### src/rtl/mem_arbiter_pkg.sv
// Shared definitions for the two-requester main-RAM arbiter: FSM encoding,
// requester indices and default bus widths.
package mem_arbiter_pkg;

    localparam int ADDR_W_DEF = 15;
    localparam int DATA_W_DEF = 16;
    localparam int CNT_W      = 4;

    localparam int REQ_CPU = 0;
    localparam int REQ_DMA = 1;

    typedef enum logic [1:0] {
        ST_IDLE   = 2'd0,
        ST_ACCESS = 2'd1,
        ST_WAIT   = 2'd2,
        ST_DONE   = 2'd3
    } state_t;

endpackage

### src/rtl/mem_arbiter_rr_pick2.sv
// Combinational two-way round-robin picker: a lone request always wins,
// a tie goes to the requester named by ptr.
module mem_arbiter_rr_pick2
    import mem_arbiter_pkg::*;
(
    input  logic [1:0] req,
    input  logic       ptr,
    output logic [1:0] gnt,
    output logic       valid
);

    // One-hot winner selection
    always_comb begin
        gnt   = 2'b00;
        valid = |req;
        if (req[REQ_CPU] && (!req[REQ_DMA] || !ptr)) begin
            gnt[REQ_CPU] = 1'b1;
        end else if (req[REQ_DMA]) begin
            gnt[REQ_DMA] = 1'b1;
        end else begin
            gnt = 2'b00;
        end
    end

endmodule

### src/rtl/mem_arbiter.sv
// Round-robin arbiter for the single-port main RAM: CPU data port (0) and
// display/IO DMA port (1), one fixed-latency transaction in flight at a time.
module mem_arbiter
    import mem_arbiter_pkg::*;
#(
    parameter int ADDR_W  = ADDR_W_DEF,
    parameter int DATA_W  = DATA_W_DEF,
    parameter int MEM_LAT = 1
) (
    input  logic              clk,
    input  logic              reset,
    input  logic              req0,
    input  logic              req1,
    input  logic              we0,
    input  logic              we1,
    input  logic [ADDR_W-1:0] addr0,
    input  logic [ADDR_W-1:0] addr1,
    input  logic [DATA_W-1:0] wdata0,
    input  logic [DATA_W-1:0] wdata1,
    output logic              ack0,
    output logic              ack1,
    output logic [DATA_W-1:0] rdata,
    output logic [1:0]        grant,
    output logic              busy,
    output logic              mem_en,
    output logic              mem_we,
    output logic [ADDR_W-1:0] mem_addr,
    output logic [DATA_W-1:0] mem_wdata,
    input  logic [DATA_W-1:0] mem_rdata
);

    state_t            state_r, state_s;
    logic [CNT_W-1:0]  cnt_r, cnt_s;
    logic              ptr_r, ptr_s;
    logic [1:0]        grant_r, grant_s;
    logic              busy_r, busy_s;
    logic              mem_en_r, mem_en_s;
    logic              mem_we_r, mem_we_s;
    logic [ADDR_W-1:0] mem_addr_r, mem_addr_s;
    logic [DATA_W-1:0] mem_wdata_r, mem_wdata_s;
    logic [DATA_W-1:0] rdata_r, rdata_s;
    logic              ack0_r, ack0_s;
    logic              ack1_r, ack1_s;
    logic [1:0]        pick_gnt_s;
    logic              pick_valid_s;

    mem_arbiter_rr_pick2 u_pick (
        .req   ({req1, req0}),
        .ptr   (ptr_r),
        .gnt   (pick_gnt_s),
        .valid (pick_valid_s)
    );

    // Next-state and next-output logic; outputs are the registered copies
    always_comb begin
        state_s     = state_r;
        cnt_s       = cnt_r;
        ptr_s       = ptr_r;
        grant_s     = grant_r;
        busy_s      = busy_r;
        mem_en_s    = 1'b0;
        mem_we_s    = mem_we_r;
        mem_addr_s  = mem_addr_r;
        mem_wdata_s = mem_wdata_r;
        rdata_s     = rdata_r;
        ack0_s      = 1'b0;
        ack1_s      = 1'b0;
        case (state_r)
            ST_IDLE: begin
                if (pick_valid_s) begin
                    state_s  = ST_ACCESS;
                    grant_s  = pick_gnt_s;
                    busy_s   = 1'b1;
                    mem_en_s = 1'b1;
                    if (pick_gnt_s[REQ_DMA]) begin
                        mem_we_s    = we1;
                        mem_addr_s  = addr1;
                        mem_wdata_s = wdata1;
                    end else begin
                        mem_we_s    = we0;
                        mem_addr_s  = addr0;
                        mem_wdata_s = wdata0;
                    end
                end else begin
                    state_s = ST_IDLE;
                end
            end
            ST_ACCESS: begin
                cnt_s   = CNT_W'(MEM_LAT);
                state_s = ST_WAIT;
            end
            ST_WAIT: begin
                // Read data is only valid in the final wait cycle
                if (cnt_r <= CNT_W'(1)) begin
                    cnt_s   = {CNT_W{1'b0}};
                    rdata_s = mem_rdata;
                    ack0_s  = grant_r[REQ_CPU];
                    ack1_s  = grant_r[REQ_DMA];
                    state_s = ST_DONE;
                end else begin
                    cnt_s = cnt_r - CNT_W'(1);
                end
            end
            ST_DONE: begin
                ptr_s   = grant_r[REQ_CPU];
                grant_s = 2'b00;
                busy_s  = 1'b0;
                state_s = ST_IDLE;
            end
            default: begin
                state_s = ST_IDLE;
                grant_s = 2'b00;
                busy_s  = 1'b0;
                cnt_s   = {CNT_W{1'b0}};
            end
        endcase
    end

    // State and output registers, cleared asynchronously on reset
    always_ff @(posedge clk or posedge reset) begin
        if (reset) begin
            state_r     <= ST_IDLE;
            cnt_r       <= {CNT_W{1'b0}};
            ptr_r       <= 1'b0;
            grant_r     <= 2'b00;
            busy_r      <= 1'b0;
            mem_en_r    <= 1'b0;
            mem_we_r    <= 1'b0;
            mem_addr_r  <= {ADDR_W{1'b0}};
            mem_wdata_r <= {DATA_W{1'b0}};
            rdata_r     <= {DATA_W{1'b0}};
            ack0_r      <= 1'b0;
            ack1_r      <= 1'b0;
        end else begin
            state_r     <= state_s;
            cnt_r       <= cnt_s;
            ptr_r       <= ptr_s;
            grant_r     <= grant_s;
            busy_r      <= busy_s;
            mem_en_r    <= mem_en_s;
            mem_we_r    <= mem_we_s;
            mem_addr_r  <= mem_addr_s;
            mem_wdata_r <= mem_wdata_s;
            rdata_r     <= rdata_s;
            ack0_r      <= ack0_s;
            ack1_r      <= ack1_s;
        end
    end

    assign ack0      = ack0_r;
    assign ack1      = ack1_r;
    assign rdata     = rdata_r;
    assign grant     = grant_r;
    assign busy      = busy_r;
    assign mem_en    = mem_en_r;
    assign mem_we    = mem_we_r;
    assign mem_addr  = mem_addr_r;
    assign mem_wdata = mem_wdata_r;

endmodule
### config.mk
export PLATFORM = sky130hd
export DESIGN_NAME = mem_arbiter
export DESIGN_NICKNAME = d
export VERILOG_FILES = /design/src/rtl/mem_arbiter_pkg.sv /design/src/rtl/mem_arbiter_rr_pick2.sv /design/src/rtl/mem_arbiter.sv
export SDC_FILE = /design/constraint.sdc
export NUM_CORES = 1
export LEC_CHECK = 0
export CORE_MARGIN = 3
export CORE_UTILIZATION = 50
export CTS_CLUSTER_DIAMETER = 40
export DETAILED_ROUTE_END_ITERATION = 8
export DONT_BUFFER_PORTS = 1
export SLEW_MARGIN = 20
export SYNTH_ARGS = -nofsm -noshare
export SYNTH_HDL_FRONTEND = slang
export SYNTH_SLANG_ARGS = --single-unit
### constraint.sdc
create_clock -name clk -period 4 [get_ports clk]
set_input_delay 0.4 -clock clk [delete_from_list [all_inputs] [get_ports clk]]
set_output_delay 0.4 -clock clk [all_outputs]
set_load 0.01 [all_outputs]
Word-level counts from Yosys, hierarchy flattened
Index checks and enable logic that the tools add are counted.
{ "totals": {"ff_bits": 61, "latch_bits": 0, "mem_bits_rw": 0, "rom_bits": 0, "in_bits": 84, "elab_cells": 51, "n_memories": 0} }
{ "op_classes": {"add_sub_neg": 1, "n_mul": 0, "div": 0, "magnitude_cmp": 1, "n_eq_ne": 5, "shift": 0, "mux": 21, "bitwise_logic": 0, "n_reduce_logical": 11} }
{ "ops": {"columns": ["cell", "n"], "rows": [
  ["two-way mux 16 bit", 1],
  ["two-way mux 15 bit", 1],
  ["two-way mux 1 bit", 12],
  ["one-hot mux 2 bit (4 select lines)", 1],
  ["one-hot mux 4 bit (2 select lines)", 1],
  ["AND reduction 2 bit", 3],
  ["equality test 2 bit (second input constant)", 2],
  ["less-or-equal comparator 4 x 1 -> 1 bit (second input constant)", 1],
  ["two-way mux 2 bit", 2],
  ["two-way mux 4 bit", 1],
  ["!= test 2 bit (second input constant)", 2],
  ["one-hot mux 2 bit (2 select lines)", 1],
  ["nonzero test 2 bit", 2],
  ["subtractor 4 x 1 -> 4 bit (second input constant)", 1],
  ["equality test 2 x 1 -> 1 bit (second input constant)", 1],
  ["zero test 1 bit", 2],
  ["zero test 2 bit", 1],
  ["one-hot mux 1 bit (2 select lines)", 1],
  ["OR reduction 2 bit", 1],
  ["logical AND 1 bit", 1],
  ["logical OR 1 bit", 1]
]} }

Longest topological paths before layout
{ "depth": {"depth_word": 6, "mapped_depth": 7, "ltp_nobuf": 6} }

Hierarchy
From an unflattened synthesis, not the netlist that was laid out.
{ "hier_totals": {"hier_cells": 234, "area_unflattened_um2": 2747.6} }
{ "modules_own_cells": {"columns": ["mod", "instances", "cells_each", "area_per_inst_um2", "seq_area_each_um2"], "rows": [
  ["mem_arbiter", 1, 230, 2722.6, 1526.5],
  ["mem_arbiter_rr_pick2", 1, 4, 25.0, 0.0]
]} }

Worst setup path after synthesis
OpenSTA, ideal clock, no wires.
{ "synth_path": {"kind": "register to register", "startpoint": "reg state_r[0]", "endpoint": "reg rdata_r[0], in the netlist rdata[0]", "setup_time_ps": 125, "arrival_time_ps": 1414, "required_ps": 3875, "slack_ps": 2461, "stages_incl_launch_ff": 7, "n_path_buf": 1, "period_less_slack_ps": 1539, "path_cell_list": "dfrtp_1 > inv_1 > ha_1 > nand2b_4 > nor2_8 > buf_8 > mux2_4"} }
{ "synth_between": {"elab_chain_len": 2} }
{ "synth_rtl": {"columns": ["item", "line", "source"], "rows": [
  ["start, declared", "mem_arbiter.sv:32", "state_t state_r, state_s;"],
  ["start signal, assigned", "mem_arbiter.sv:135", "state_r <= state_s;"],
  ["equality test 2 bit", "mem_arbiter.sv:68", "case (state_r)"],
  ["AND reduction 2 bit (no line)", null, null],
  ["end signal, assigned", "mem_arbiter.sv:131", "rdata_r <= {DATA_W{1'b0}};"],
  ["end signal, assigned", "mem_arbiter.sv:144", "rdata_r <= rdata_s;"],
  ["end, declared", "mem_arbiter.sv:41", "logic [DATA_W-1:0] rdata_r, rdata_s;"]
]} }
Every way passes these cells.
A chain may end at the register's enable or synchronous reset.

Worst setup path in the final report
{ "layout_path": {"startpoint": "reg state_r[0]", "endpoint": "reg mem_wdata_r[6], in the netlist mem_wdata[6]"} }
{ "layout_between": {"elab_chain_len": 2} }
{ "layout_rtl": {"columns": ["item", "line", "source"], "rows": [
  ["zero test 2 bit", "mem_arbiter.sv:68", null],
  ["AND reduction 2 bit (no line)", null, null],
  ["end signal, assigned", "mem_arbiter.sv:130", "mem_wdata_r <= {DATA_W{1'b0}};"],
  ["end signal, assigned", "mem_arbiter.sv:143", "mem_wdata_r <= mem_wdata_s;"],
  ["end, declared", "mem_arbiter.sv:40", "logic [DATA_W-1:0] mem_wdata_r, mem_wdata_s;"]
]} }
Every way passes these cells.

==> results by group <==
Power and ir drop
  – Max rail drop VDD: 597 uV
  – Pleak: 1.25 nW
  – Pwr/cell area: 895 mW/mm2
  – Power Total: 2.69 mW

Drt
  – Iteration-0 DRC Markers: 113
  – DRT antenna net count: 0
  – Vias: 2,091
  – Post-Route WL: 6990 um
  – DRC errors left: 0
  – Vias per Instance: 6.11
  – Avg WL per Cell: 20.4 um
  – Drt first pass iters: 4

Final layout
  – Diodes inserted: 0
  – Area grow syn2layout: 3.93%
  – Final net count: 356
  – Proportion of layout cells with a drive suffix above 1: 14.4%
  – Fin area: 0.00301 mm2

Clocking
  – CTS tree: yes
  – Buffers inserted by post-CTS timing repair: 0
  – # clock sinks: 61
  – CTS root buffer: clkbuf_8
  – Cts repair resizes: 0
  – Hold buffers post-CTS: 0
  – Clock tree buffer depth: 2
  – CTS clock-pin slew for the worst setup and hold paths: 60 ps
  – Clock Latency Late Sink: 330 ps
  – H-tree depth: 3
  – Cts bufs inserted: 9

Logic synthesis
  – Synthesized flop and latch total: 61
  – Top-area cell type share of the netlist area: 52.7%
  – Top FF cell, synth: dfrtp_1
  – Commonest cells in the synthesized netlist: dfrtp_1 (61), o21ai_0 (35), nor2_1 (34), a21oi_1 (33), a31oi_1 (33)
  – Most frequent cell after synthesis: dfrtp_1
  – Mean Syn Cell Area: 10.5 um2
  – Fraction of registers with async set/reset: 100%
  – Mapped Area: 0.00290 mm2
  – Syn Inst Count: 276
  – Post-synth cell types: 33
  – Post-synth EDFFs: 0
  – Syn nets: 365
  – Cell taking the most area after synthesis: dfrtp_1
  – Yosys warns: 0
  – Register area share after synthesis: 52.7%
  – Synth top area cells: dfrtp_1 (53%), a31oi_1 (7.1%), o21ai_0 (6.1%)

Die
  – Die width: 82.1 um
  – Core Box Area: 0.00554 mm2
  – Die Y: 82.1 um
  – I/O pin cnt: 138
  – Die area: 0.00674 mm2
  – # rows: 27
  – Initial core utilization: 52.3%

Timing
  – Final min period: 2050 ps
  – Hold Vio Cnt, Final: 0
  – Setup TNS: 0 ps
  – Clock skew: 5.48 ps
  – Slew headroom: 34.7%
  – RSZ-0062 raised after global routing: no
  – Max-slew violation count: 0
  – Final setup violation count: 0
  – Maximum clock frequency: 489 MHz
  – Tcrit/Tclk final: 51.2%
  – Slew @ Worst Pin: 980 ps

Job
  – Maxcap violations: 0

Setup path
  – CP Cell Sequence: inv_1 -> ha_1 -> o21ai_4 -> inv_2 -> nor2_1 -> a21oi_1
  – Max stage delay on crit path: 520 ps
  – CP max FO: 37
  – Worst path arrival time: 2250 ps
  – Slowest-stage cell, CP: inv_2
  – Startpoint Class: flop
  – Worst EP required: 4210 ps
  – Critical Path End Type: flop
  – Setup Crit Path Kind: reg -> reg

Min path
  – Hold WC Path Type: in -> async

Global route
  – Initial antenna violation count: 0
  – Tot GR Track Use: 20.5%
  – Global-route wire length before repair: 10,200 um
  – GRT Residual Overflow: 0
  – Largest net degree at the start of global routing: 62
  – Vias in the first global route: 2,030

Placed design
  – Input/output buffers: 0
  – DP HPWL: 4550 um
  – Placement Cell Area: 0.00284 mm2
  – Global placement routability congestion: 0.733

Outcome
  – Outcome: complete, no violations
routing by layer:
layer / GRT usage, % / share of wire (%) / up-vias
li1: - / - / 964
met1: 25.7 / 40 / 1014
met2: 31.7 / 48 / 105
met3: 7.48 / 9.9 / 8
met4: 9.30 / 1.4 / 0
met5: 0 / 0 / -
layout make-up:
| cell class | count | area (um2) |
|---|---|---|
| fill | 507 | 2530 |
| sequential | 61 | 1530 |
| multi-input combinational | 184 | 1180 |
| clock buffer | 12 | 155 |
| tap | 72 | 90.1 |
| inverter | 10 | 37.5 |
| clock inverter | 2 | 10.0 |
| timing repair buffer | 1 | 7.51 |
metrics by stage:
step	util [%]	std cells	hold slack (ps)	setup WS (ps)
4_1_cts	54.3	342	197	1970
3_5_place_dp	51.3	328	550	1920
5_1_grt	54.3	342	190	1750
2_1_floorplan	-	276	510	2090
6_report	54.3	342	175	1950
3_3_place_gp	51.3	328	534	1920
layout by cell type (no fill, tap or decap), drive strengths merged, types with 2 or more instances in the layout:
cell    Yosys  routed
o21ai      37      37
and2        2       2
a31oi      33      33
clkinv      0       2
a21oi      33      33
o22ai       2       2
nor2       35      35
nand3       4       4
clkbuf      8      12
nand2b      4       4
ha          5       5
nand2       2       2
inv        10      10
mux2       18      18
dfrtp      61      61
report_power, final:
part | switching [mW] | total (mW) | internal, mW | leakage [nW]
sequential | 0.346 | 1.27 | 0.921 | 0.711
clock | 0.224 | 0.474 | 0.250 | 0.0881
combinational | 0.518 | 0.953 | 0.435 | 0.446
state kept, by name, summed over array words and instances (netlist names):
| name | flops |
|---|---|
| ack0 | 1 |
| ack1 | 1 |
| busy | 1 |
| cnt_r | 4 |
| grant | 2 |
| mem_addr | 15 |
| mem_en | 1 |
| mem_wdata | 16 |
| mem_we | 1 |
| ptr_r | 1 |
| rdata | 16 |
| state_r | 2 |
kinds of logic after synthesis:
group	after synthesis	share of synthesized area [%]
AOI/OAI and AO/OA	110	21.9
DFF	61	52.7
and+or+nand+nor	50	8.34
buffers and inverters	31	6.53
muxes	19	8.38
adders and majority gates	5	2.16
worst max-delay path, delay by kind of cell (launching register included):
kind / cells / cell delay (ps)
AOI/OAI and AO/OA: 2 / 440
buffers and inverters: 2 / 590
DFF: 1 / 370
and+or+nand+nor: 1 / 220
adders and majority gates: 1 / 290
final timing paths:
kind | from | endpoint | slack [ps] | cells after the start
hold / removal | reset | rdata[6] | 170 | 2
hold reg to reg | ptr_r | ptr_r | 560 | 1
setup reg to reg | state_r[0] | mem_wdata[6] | 1950 | 6
setup / recovery | state_r[0] | mem_wdata[6] | 1950 | 6
min in group clk | wdata0[11] | mem_wdata[11] | 210 | 2
max in group asynchronous | reset | mem_wdata[5] | 3310 | 2
No activity file was read; power rests on OpenSTA's default activity.
